## src/rtl/ysyx_23060184_wbu_pkg.sv

```systemverilog
// Shared definitions for the write-back unit.
// Holds the result-select encodings, the FSM state encodings and the register index width.
package ysyx_23060184_wbu_pkg;

  localparam int unsigned REG_ADDR_WIDTH = 5;
  localparam int unsigned RESULT_SRC_LEN = 2;

  typedef enum logic [1:0] {
    RES_ALU = 2'b00,
    RES_MEM = 2'b01,
    RES_PC4 = 2'b10,
    RES_CSR = 2'b11
  } res_src_e;

  typedef enum logic [1:0] {
    WBU_IDLE   = 2'b00,
    WBU_COMMIT = 2'b01,
    WBU_HOLD   = 2'b10
  } wbu_state_e;

endpackage

```

## src/rtl/ysyx_23060184_wbu_mux.sv

```systemverilog
// Write-back result select: combinational 4:1 mux.
// Inputs are the latched operands of the instruction being committed.
module ysyx_23060184_wbu_mux #(
  parameter int unsigned DATA_WIDTH     = 32,
  parameter int unsigned RESULT_SRC_LEN = ysyx_23060184_wbu_pkg::RESULT_SRC_LEN
) (
  input  logic [RESULT_SRC_LEN-1:0] sel,
  input  logic [DATA_WIDTH-1:0]     alu,
  input  logic [DATA_WIDTH-1:0]     mem,
  input  logic [DATA_WIDTH-1:0]     pc4,
  input  logic [DATA_WIDTH-1:0]     csr,
  output logic [DATA_WIDTH-1:0]     result
);
  import ysyx_23060184_wbu_pkg::*;

  always_comb begin
    result = alu;
    case (sel)
      RES_ALU: result = alu;
      RES_MEM: result = mem;
      RES_PC4: result = pc4;
      RES_CSR: result = csr;
      default: result = alu;
    endcase
  end

endmodule

```

## src/rtl/ysyx_23060184_wbu.sv

```systemverilog
// Write-back stage: latches one retired instruction, writes rd once, then hands NextPC to the IFU.
// Optional retired-instruction counter (port instret) enabled by YSYX_23060184_WBU_INSTRET_EN.
module ysyx_23060184_wbu #(
  parameter int unsigned DATA_WIDTH     = 32,
  parameter int unsigned REG_ADDR_WIDTH = ysyx_23060184_wbu_pkg::REG_ADDR_WIDTH,
  parameter int unsigned RESULT_SRC_LEN = ysyx_23060184_wbu_pkg::RESULT_SRC_LEN
) (
  input  logic                      clk,
  input  logic                      rst,
  input  logic                      Mvalid,
  output logic                      Wready,
  input  logic [DATA_WIDTH-1:0]     ALUResult,
  input  logic [DATA_WIDTH-1:0]     ReadData,
  input  logic [DATA_WIDTH-1:0]     PCPlus4,
  input  logic [DATA_WIDTH-1:0]     CsrRdata,
  input  logic [RESULT_SRC_LEN-1:0] ResultSrc,
  input  logic                      RegWrite,
  input  logic [REG_ADDR_WIDTH-1:0] Rd,
  input  logic [DATA_WIDTH-1:0]     NextPC,
  output logic                      rf_wen,
  output logic [REG_ADDR_WIDTH-1:0] rf_waddr,
  output logic [DATA_WIDTH-1:0]     rf_wdata,
  output logic                      Wvalid,
  input  logic                      Iready,
`ifdef YSYX_23060184_WBU_INSTRET_EN
  output logic [63:0]               instret,
`endif
  output logic [DATA_WIDTH-1:0]     Wpc
);
  import ysyx_23060184_wbu_pkg::*;

  wbu_state_e                state;
  logic                      wready_q;
  logic                      wvalid_q;
  logic                      rf_wen_q;
  logic [DATA_WIDTH-1:0]     alu_q;
  logic [DATA_WIDTH-1:0]     mem_q;
  logic [DATA_WIDTH-1:0]     pc4_q;
  logic [DATA_WIDTH-1:0]     csr_q;
  logic [RESULT_SRC_LEN-1:0] src_q;
  logic [REG_ADDR_WIDTH-1:0] rd_q;
  logic [DATA_WIDTH-1:0]     npc_q;

  // Handshake flags are registered; the write pulse is computed at latch time
  // so COMMIT always presents it for exactly one cycle.
  always_ff @(posedge clk) begin
    if (rst) begin
      state    <= WBU_IDLE;
      wready_q <= 1'b0;
      wvalid_q <= 1'b0;
      rf_wen_q <= 1'b0;
      alu_q    <= '0;
      mem_q    <= '0;
      pc4_q    <= '0;
      csr_q    <= '0;
      src_q    <= '0;
      rd_q     <= '0;
      npc_q    <= '0;
    end else begin
      case (state)
        WBU_IDLE: begin
          wready_q <= 1'b1;
          wvalid_q <= 1'b0;
          rf_wen_q <= 1'b0;
          if (Mvalid && wready_q) begin
            alu_q    <= ALUResult;
            mem_q    <= ReadData;
            pc4_q    <= PCPlus4;
            csr_q    <= CsrRdata;
            src_q    <= ResultSrc;
            rd_q     <= Rd;
            npc_q    <= NextPC;
            rf_wen_q <= RegWrite && (Rd != '0);
            wvalid_q <= 1'b1;
            wready_q <= 1'b0;
            state    <= WBU_COMMIT;
          end
        end
        WBU_COMMIT: begin
          rf_wen_q <= 1'b0;
          if (Iready) begin
            wvalid_q <= 1'b0;
            wready_q <= 1'b1;
            state    <= WBU_IDLE;
          end else begin
            state    <= WBU_HOLD;
          end
        end
        WBU_HOLD: begin
          rf_wen_q <= 1'b0;
          if (Iready) begin
            wvalid_q <= 1'b0;
            wready_q <= 1'b1;
            state    <= WBU_IDLE;
          end
        end
        default: begin
          wready_q <= 1'b0;
          wvalid_q <= 1'b0;
          rf_wen_q <= 1'b0;
          state    <= WBU_IDLE;
        end
      endcase
    end
  end

  ysyx_23060184_wbu_mux #(
    .DATA_WIDTH    (DATA_WIDTH),
    .RESULT_SRC_LEN(RESULT_SRC_LEN)
  ) u_mux (
    .sel   (src_q),
    .alu   (alu_q),
    .mem   (mem_q),
    .pc4   (pc4_q),
    .csr   (csr_q),
    .result(rf_wdata)
  );

  assign Wready   = wready_q;
  assign Wvalid   = wvalid_q;
  assign rf_wen   = rf_wen_q;
  assign rf_waddr = rd_q;
  assign Wpc      = npc_q;

`ifdef YSYX_23060184_WBU_INSTRET_EN
  logic [63:0] instret_q;

  // Every COMMIT cycle leaves COMMIT, so counting COMMIT cycles counts retirements.
  always_ff @(posedge clk) begin
    if (rst) begin
      instret_q <= '0;
    end else if (state == WBU_COMMIT) begin
      instret_q <= instret_q + 64'd1;
    end
  end

  assign instret = instret_q;
`endif

endmodule

```

## config.mk

```make
export PLATFORM = sky130hd
export DESIGN_NAME = ysyx_23060184_wbu
export DESIGN_NICKNAME = d
export VERILOG_FILES = /design/src/rtl/ysyx_23060184_wbu_pkg.sv /design/src/rtl/ysyx_23060184_wbu_mux.sv /design/src/rtl/ysyx_23060184_wbu.sv
export SDC_FILE = /design/constraint.sdc
export NUM_CORES = 1
export LEC_CHECK = 0
export BUFFER_PORTS_ARGS = -buffer_cell sky130_fd_sc_hd__buf_4
export CORE_MARGIN = 2
export CORE_UTILIZATION = 40
export CTS_CLUSTER_DIAMETER = 30
export DETAILED_ROUTE_END_ITERATION = 6
export GPL_TIMING_DRIVEN = 0
export PLACE_DENSITY_LB_ADDON = 0.3
export SYNTH_ARGS = -nofsm -noshare
export SYNTH_HDL_FRONTEND = slang
export SYNTH_SLANG_ARGS = --single-unit
```

## constraint.sdc

```tcl
create_clock -name clk -period 1.6 [get_ports clk]
set_clock_uncertainty 0.15 [all_clocks]
set_input_delay 0.48 -clock clk [delete_from_list [all_inputs] [get_ports clk]]
set_output_delay 0.48 -clock clk [all_outputs]
set_load 0.01 [all_outputs]
```

# After elaboration in Yosys (flattened, before gate mapping)

Cells that the tools add are included.

Equal/unequal tests: 8
Reductions and logical operators: 9
Bitwise gates (word level): 2
Multiplexer cells: 11

Operators with widths:

| kind               | number |
|---|---|
| $pmux 32 s4        | 1 |
| $eq 2x2->1 const B | 3 |
| $mux 2             | 3 |
| $pmux 2 s3         | 1 |
| $reduce_bool 5->1  | 1 |
| $eq 2x1->1 const B | 2 |
| $logic_not 2->1    | 2 |
| $mux 1             | 4 |
| $ne 2x2->1 const B | 2 |
| $pmux 1 s2         | 2 |
| $reduce_and 2->1   | 2 |
| $reduce_or 3->1    | 1 |
| $logic_and 1x1->1  | 2 |
| $ne 2x1->1 const B | 1 |
| $not 1->1          | 2 |
| $reduce_or 2->1    | 1 |

Output and inout port bits: 72
Register bits after elaboration: 172
Logic and storage cells: 41

# Logic depth before layout (Yosys ltp)

Gate-level depths: netlist of the first run.

Depth in word-level cells: 3
Mapped depth: 8

# Hierarchy

Synthesis of the first run repeated with hierarchy kept, for this count alone.

Cell total of the unflattened synthesis: 798
Area, all modules: 6904.1 sq um

Modules (own cells, without submodules):

| module                | times used | sequential area each (sq um) | area an instance (sq um) | cells each |
|---|---|---|---|---|
| ysyx_23060184_wbu     | 1          | 3443.3                       | 6089.6                   | 759 |
| ysyx_23060184_wbu_mux | 1          | 0.0                          | 814.5                    | 39 |

# Worst setup path before layout of the first run

No wires, ideal clock.

Kind: register to output
Start point: reg src_q[1]
End point: out rf_wdata[16]
Required time: 0.970 ns
Arrival time: 1.239 ns
Stages on the path, launching flop included: 4
Slack: -0.269 ns
Cell sequence: dfxtp_1 -> buf_2 -> buf_4 -> mux4_2

Longest elaborated chain between the ends: 2
Elaborated cells on any way between the ends: 5
Classes of those cells: eq/ne: 3; mux: 1; reduce/logical: 1

RTL lines:

| element                            | RTL line                    | text |
|---|---|---|
| start, declared                    | ysyx_23060184_wbu.sv:40     | `logic [RESULT_SRC_LEN-1:0] src_q;` |
| start signal, assigned             | ysyx_23060184_wbu.sv:70     | `src_q <= ResultSrc;` |
| $eq 2x2->1 (tied with other cells) | ysyx_23060184_wbu_mux.sv:18 | `case (sel)` |
| $pmux 32 s4 *                      | ysyx_23060184_wbu_mux.sv:18 |  |
| end, declared                      | ysyx_23060184_wbu.sv:22     | `output logic [DATA_WIDTH-1:0] rf_wdata,` |

Mark *: on every way between the ends. The rest lies on a longest branch, timed or not.

# Worst setup path after layout of the first run

Start point: reg src_q[1]
End point: out rf_wdata[22]

Same word-level chain as after synthesis.

==> impl_metrics.yaml, run 1 <==
synth:
  syn_area_um2: 6870
  synthAdderAreaFrac: 0.00911
  synth_async_sr_flop_share: 0
  synthMuxAreaShare: 0.109
  synth_nets: 976
  synth_cells: 799
  synth_top_family_by_area: "simple AND/OR/NAND/NOR gates"
  synth-edff-count: 0
  synth_seq_cells: 172
  synth_compound_area_frac: 0.126
  synth-simple-area-share: 0.197
  seq_area_frac_synth: 0.502
  synth_warnings: 0
  synth_cell_types: 22
  synthXorXnorAreaFrac: 0
  syn_avg_cell_area_um2: 8.59
  synth-main-ff-cell: "dfxtp_1"
cells_and_area:
  diodes: 0
  fillers: 1025
  final_cell_mix: "228 x buf_4, 161 x dfxtp_1, 131 x nand2_4"
  syn_to_final_growth_pct: 90.3
  utilization: 0.782
  drive_above_1_share: 0.690
  fin_cells: 1354
  layout_commonest_cell: "buf_4"
  layout.nets: 1298
grt:
  grt_max_degree: 17
  grt_pass1_vias: 6632
  gr-usage-all-layers: 0.256
  antenna_found_initial: 0
  grt_pass1_wl_um: 35100
  overflow: 0
die:
  initial_core_util: 0.411
  die_area_um2: 18200
  die_height_um: 135
  row_count: 47
  fp.coreArea_um2: 16700
  die_w_um: 135
  io_pins: 244
sta:
  fmax_mhz: 423
  slew_headroom: 0.412
  setup_ws_ns: -0.765
  finalCritPeriodShare: 1.48
  min_period_ns: 2.37
  whs_ns: 0.137
  slew_violations: 0
  tightest_slew_ns: 0.882
  hold_violations: 0
  rsz0062_at_grt: "yes"
  setup_viol: 158
clock_tree:
  cts_htree_levels: 4
  root_buffer: "clkbuf_16"
  ctsHoldBuffers: 0
  insertion_delay_ns: 0.43
  cts_buffer_depth: 2
  cts_tree: "built"
  clk_pin_slew_worst_paths_ns: 0.07
  clock_sinks: 172
  numCtsBuffers: 17
status:
  violations: "setup timing"
  outcome: "complete, but fails checks"
placed_design:
  dp.cells: 1262
  io_buffers: 243
  gp_congestion: 0.812
  dp_slack_ns: -0.444
  hpwl_um: 15300
setup_path:
  r2r_end: "csr_q[12]"
  critPathKind: "register to output pin"
  critical_path.cell_chain: "buf_8 -> clkbuf_16 -> mux4_2 -> buf_6"
  slowest_stage: "mux4_2"
  worst_r2r_path_depth: 8
  cp.arrival_ns: 1.74
  worst_path_largest_cell_delay_ns: 0.51
  r2r_start: "state[0]"
  crit_path_max_fanout: 5
  crit_path_start: "src_q[1]"
  cp-start-kind: "register"
  required_ns: 0.97
  r2r_slack_ns: -0.10
  worst_setup_path_end_kind: "output pin"
power_and_ir_drop:
  ir_drop_mv: 0.904
  power_density_nw_per_um2: 1330
  leakagePower_nw: 5.45
  power_w: 0.0173
hold_path:
  min_to: "csr_q[5]"
  hold_path.class: "input pin to register"
  whs_path_depth: 3
  worstHoldStart: "CsrRdata[5]"
flow_run:
  drv_cap: 0
routing:
  num_vias: 7218
  drtAntennaViolNets: 0
  dr.pass1.iters: 5
  drt-wirelength-per-cell_um: 20.8
  totalWireLength_um: 28200
  drc: 0
  drt_iter0_markers: 333
  avgViaCountPerCell: 5.33
[power breakdown]
group	leakage [nW]	switching, W	internal (W)
Clock	0.315	0.00182	0.00278
Sequential	1.40	0.000478	0.00490
Combinational	3.73	0.00345	0.00389
Total	5.45	0.00575	0.0116
[final cells by class]
type,count,area [µm²],share of cell area
Buffer,62,806,0.0617
Clock buffer,18,429,0.0329
Clock inverter,14,216,0.0166
Inverter,2,7.51,0.000575
Multi-Input combinational cell,562,4780,0.366
Sequential cell,172,3460,0.265
Tap cell,220,275,0.0211
Timing Repair Buffer,304,3090,0.237
[worst max-delay path by stage]
stage	endpoint	cells past startpoint
2_1_floorplan	rf_wdata[10]	3
3_3_place_gp	rf_wdata[12]	5
3_5_place_dp	rf_wdata[12]	5
4_1_cts	rf_wdata[16]	4
5_1_grt	rf_wdata[22]	4
6_report	rf_wdata[22]	4
[sequential cells by signal (all words and copies together) (netlist names), 2 cells and up]
name	cells
alu_q	32
csr_q	32
state	2
rf_waddr	5
pc4_q	32
Wpc	32
mem_q	32
src_q	2
[what timing repair did]
item	4_1_cts	5_1_grt
cloned	15	19
pin swaps	76	164
buffers inserted	20	10
resized for setup	233	459
endpoints found under the setup margin	202	197
[cell families (layout without fill, tap and decap cells)]
family                   after synthesis  count (layout)
AND/OR/NAND/NOR                      350             351
flip-flops                           172             172
buffers and inverters                 66             400
multiplexers                          35              35
AO/OA/AOI/OAI                        171             171
adder cells (fa/ha/maj)                5               5
[per-layer routing]
layer  track usage  up-vias  routed length, µm
li1              -     3330                  -
met1         0.311     3539              11100
met2         0.451      297              14600
met3        0.0582       52               1890
met4        0.0764        0                586
met5             0        -                  0
[stage by stage]
stage | instance area, µm² | setup TNS [ns]
finish | 13100 | -26.80
global route | 13100 | -35.34
CTS | 10900 | -27.52
detailed placement | 9010 | -61.62
global placement | 9010 | -59.51
floorplan | 6910 | -3.69
[cells in the mapped netlist (2+ instances only)]
cell type / n / area [µm²]
clkbuf_1: 23 / 86.3
nand2b_1: 5 / 31.3
nand2_1: 335 / 1260
buf_2: 20 / 100
inv_1: 2 / 7.51
dfxtp_1: 172 / 3440
buf_6: 12 / 135
nor2_1: 3 / 11.3
mux2i_1: 3 / 30.0
buf_4: 9 / 67.6
mux4_2: 32 / 721
a21oi_1: 169 / 846
ha_1: 5 / 62.6
[critical path, delay by kind of cell, from the launching register on]
| family | cells | cell delay [ns] |
|---|---|---|
| multiplexers | 1 | 0.51 |
| buffers and inverters | 3 | 0.46 |
| flip-flops | 1 | 0.33 |
(Power assumes the default switching activity.)
==> run 2, diff against run 1 <==
--- a/config.mk
+++ b/config.mk
@@ -6,12 +6,12 @@
 export NUM_CORES = 1
 export LEC_CHECK = 0
 export BUFFER_PORTS_ARGS = -buffer_cell sky130_fd_sc_hd__buf_4
-export CORE_MARGIN = 2
+export CORE_MARGIN = 4
 export CORE_UTILIZATION = 40
 export CTS_CLUSTER_DIAMETER = 30
 export DETAILED_ROUTE_END_ITERATION = 6
 export GPL_TIMING_DRIVEN = 0
-export PLACE_DENSITY_LB_ADDON = 0.3
+export PLACE_DENSITY_LB_ADDON = 0.2
 export SYNTH_ARGS = -nofsm -noshare
 export SYNTH_HDL_FRONTEND = slang
 export SYNTH_SLANG_ARGS = --single-unit
==> run 2 against run 1 <==
Against the previous run:
- the flow still finishes with violations (setup timing)
- combinational power fell by 8.2%
- sequential share of layout area grew 1.2 points
- first-iteration DRC count rose by 30%
- hold slack got worse by 0.019 ns
- power fell by 4.3%
- clock power down 1%
- sequential power fell by 1%
- die area rose by 6.0%
- critical endpoint is now rf_wdata[29]
- largest power group unchanged
==> impl_metrics.yaml, run 2 (synthesized netlist as in run 1, its figures left out) <==
status:
  outcome: "complete, but fails checks"
  violations: "setup timing"
power_and_ir_drop:
  ir_drop_mv: 0.926
  power_density_nw_per_um2: 1330
  leakagePower_nw: 5.26
cells_and_area:
  layout_commonest_cell: "buf_4"
  multi_input_area_um2: 4470
  layout.nets: 1290
  fillers: 1168
  syn_to_final_growth_pct: 82.2
  seq_area_um2: 3460
  drive_above_1_share: 0.630
  final_cell_mix: "236 x buf_4, 174 x nand2_1, 161 x dfxtp_1"
  diodes: 0
clock_tree:
  clk_pin_slew_worst_paths_ns: 0.07
  root_buffer: "clkbuf_16"
  numCtsBuffers: 17
  insertion_delay_ns: 0.44
  cts_htree_levels: 4
  clock_sinks: 172
  cts_buffer_depth: 2
  cts_tree: "built"
flow_run:
  drv_cap: 0
setup_path:
  worst_setup_path_end_kind: "output pin"
  r2r_start: "state[0]"
  crit_path_max_fanout: 5
  cp-start-kind: "register"
  critPathKind: "register to output pin"
  cp.arrival_ns: 1.75
  required_ns: 0.97
  crit_path_start: "src_q[1]"
placed_design:
  io_buffers: 243
  hpwl_um: 15700
  dp_slack_ns: -0.450
  gp_congestion: 0.807
routing:
  dr.pass1.iters: 6
  drc: 0
  totalWireLength_um: 27600
  drt-wirelength-per-cell_um: 20.5
  num_vias: 7105
  drt_iter0_markers: 432
  drtAntennaViolNets: 0
  avgViaCountPerCell: 5.28
sta:
  slew_violations: 0
  setup_ws_ns: -0.780
  tightest_slew_ns: 0.827
  timing.setup.tns_ns: -27.52
  fmax_mhz: 420
  min_period_ns: 2.38
  setup_viol: 107
  slew_headroom: 0.448
  hold_violations: 0
  rsz0062_at_grt: "yes"
  finalCritPeriodShare: 1.49
die:
  initial_core_util: 0.411
  die_w_um: 139
  row_count: 47
  fp.coreArea_um2: 16700
  die_area_um2: 19300
  io_pins: 244
  die_height_um: 139
grt:
  overflow: 0
  grt_pass1_wl_um: 37500
  grt_max_degree: 17
  antenna_found_initial: 0
  gr-usage-all-layers: 0.249
  grt_pass1_vias: 6817
hold_path:
  worstHoldStart: "ReadData[13]"
  hold_path.class: "input pin to register"
-- run 2: cell types whose count changed in the layout (fill, tap and decap cells not counted), sizes merged --
cell,change
clkinv,-4
inv,+2
buf,-5
clkbuf,-4
clkinvlp,+4
bufinv,-1
-- run 2: per-stage QoR --
stage	hold slack, ns	instance area (µm²)	std cells	power, W	utilization
4_1_cts	0.116	11100	1327	0.0149	0.662
2_1_floorplan	0.283	6910	799	0.00732	-
3_3_place_gp	0.290	9010	1262	0.00876	0.540
5_1_grt	0.112	12500	1346	0.0172	0.749
3_5_place_dp	0.293	9010	1262	0.00881	0.540
6_report	0.118	12500	1346	0.0166	0.749
-- run 2: final cells by class --
cell class                      instances  share of cell area
Timing Repair Buffer                  298               0.231
Buffer                                 60              0.0609
Multi-Input combinational cell        562               0.357
Clock inverter                         15              0.0168
Sequential cell                       172               0.277
Tap cell                              220              0.0220
Inverter                                2             0.00100
Clock buffer                           17              0.0340
-- run 2: worst paths after layout --
check	end	cells past startpoint	slack (ns)
setup / recovery	rf_wdata[29]	4	-0.78
hold / removal	mem_q[13]	3	0.12
hold reg to reg	Wpc[5]	2	0.31
setup reg to reg	pc4_q[3]	9	-0.14
-- run 2: layer usage --
metal | vias up | GRT usage | wire, µm
li1 | 3283 | - | -
met1 | 3477 | 0.310 | 10800
met2 | 294 | 0.433 | 14300
met3 | 51 | 0.0545 | 1670
met4 | 0 | 0.0762 | 707
met5 | - | 0 | 0
-- run 2: worst max-delay path, stage by stage (launching register included) --
cell	delay, ns
dfxtp_2	0.34
buf_12	0.14
buf_12	0.13
mux4_2	0.54
buf_6	0.15
-- run 2: power by group --
group	internal, W	switching [W]	total [W]	leakage, nW
clock	0.00264	0.00190	0.00454	0.294
sequential	0.00490	0.000403	0.00530	1.40
combinational	0.00351	0.00323	0.00674	3.56
-- run 2: timing repair --
| action | in CTS | in global routing |
|---|---|---|
| buffers inserted | 19 | 16 |
| pin swaps | 98 | 98 |
| gates cloned | 14 | 14 |
| endpoints found under the setup margin | 202 | 196 |
| resized for setup | 257 | 331 |
| hold buffers | 0 | 0 |
| endpoints found under the hold margin | 0 | 0 |
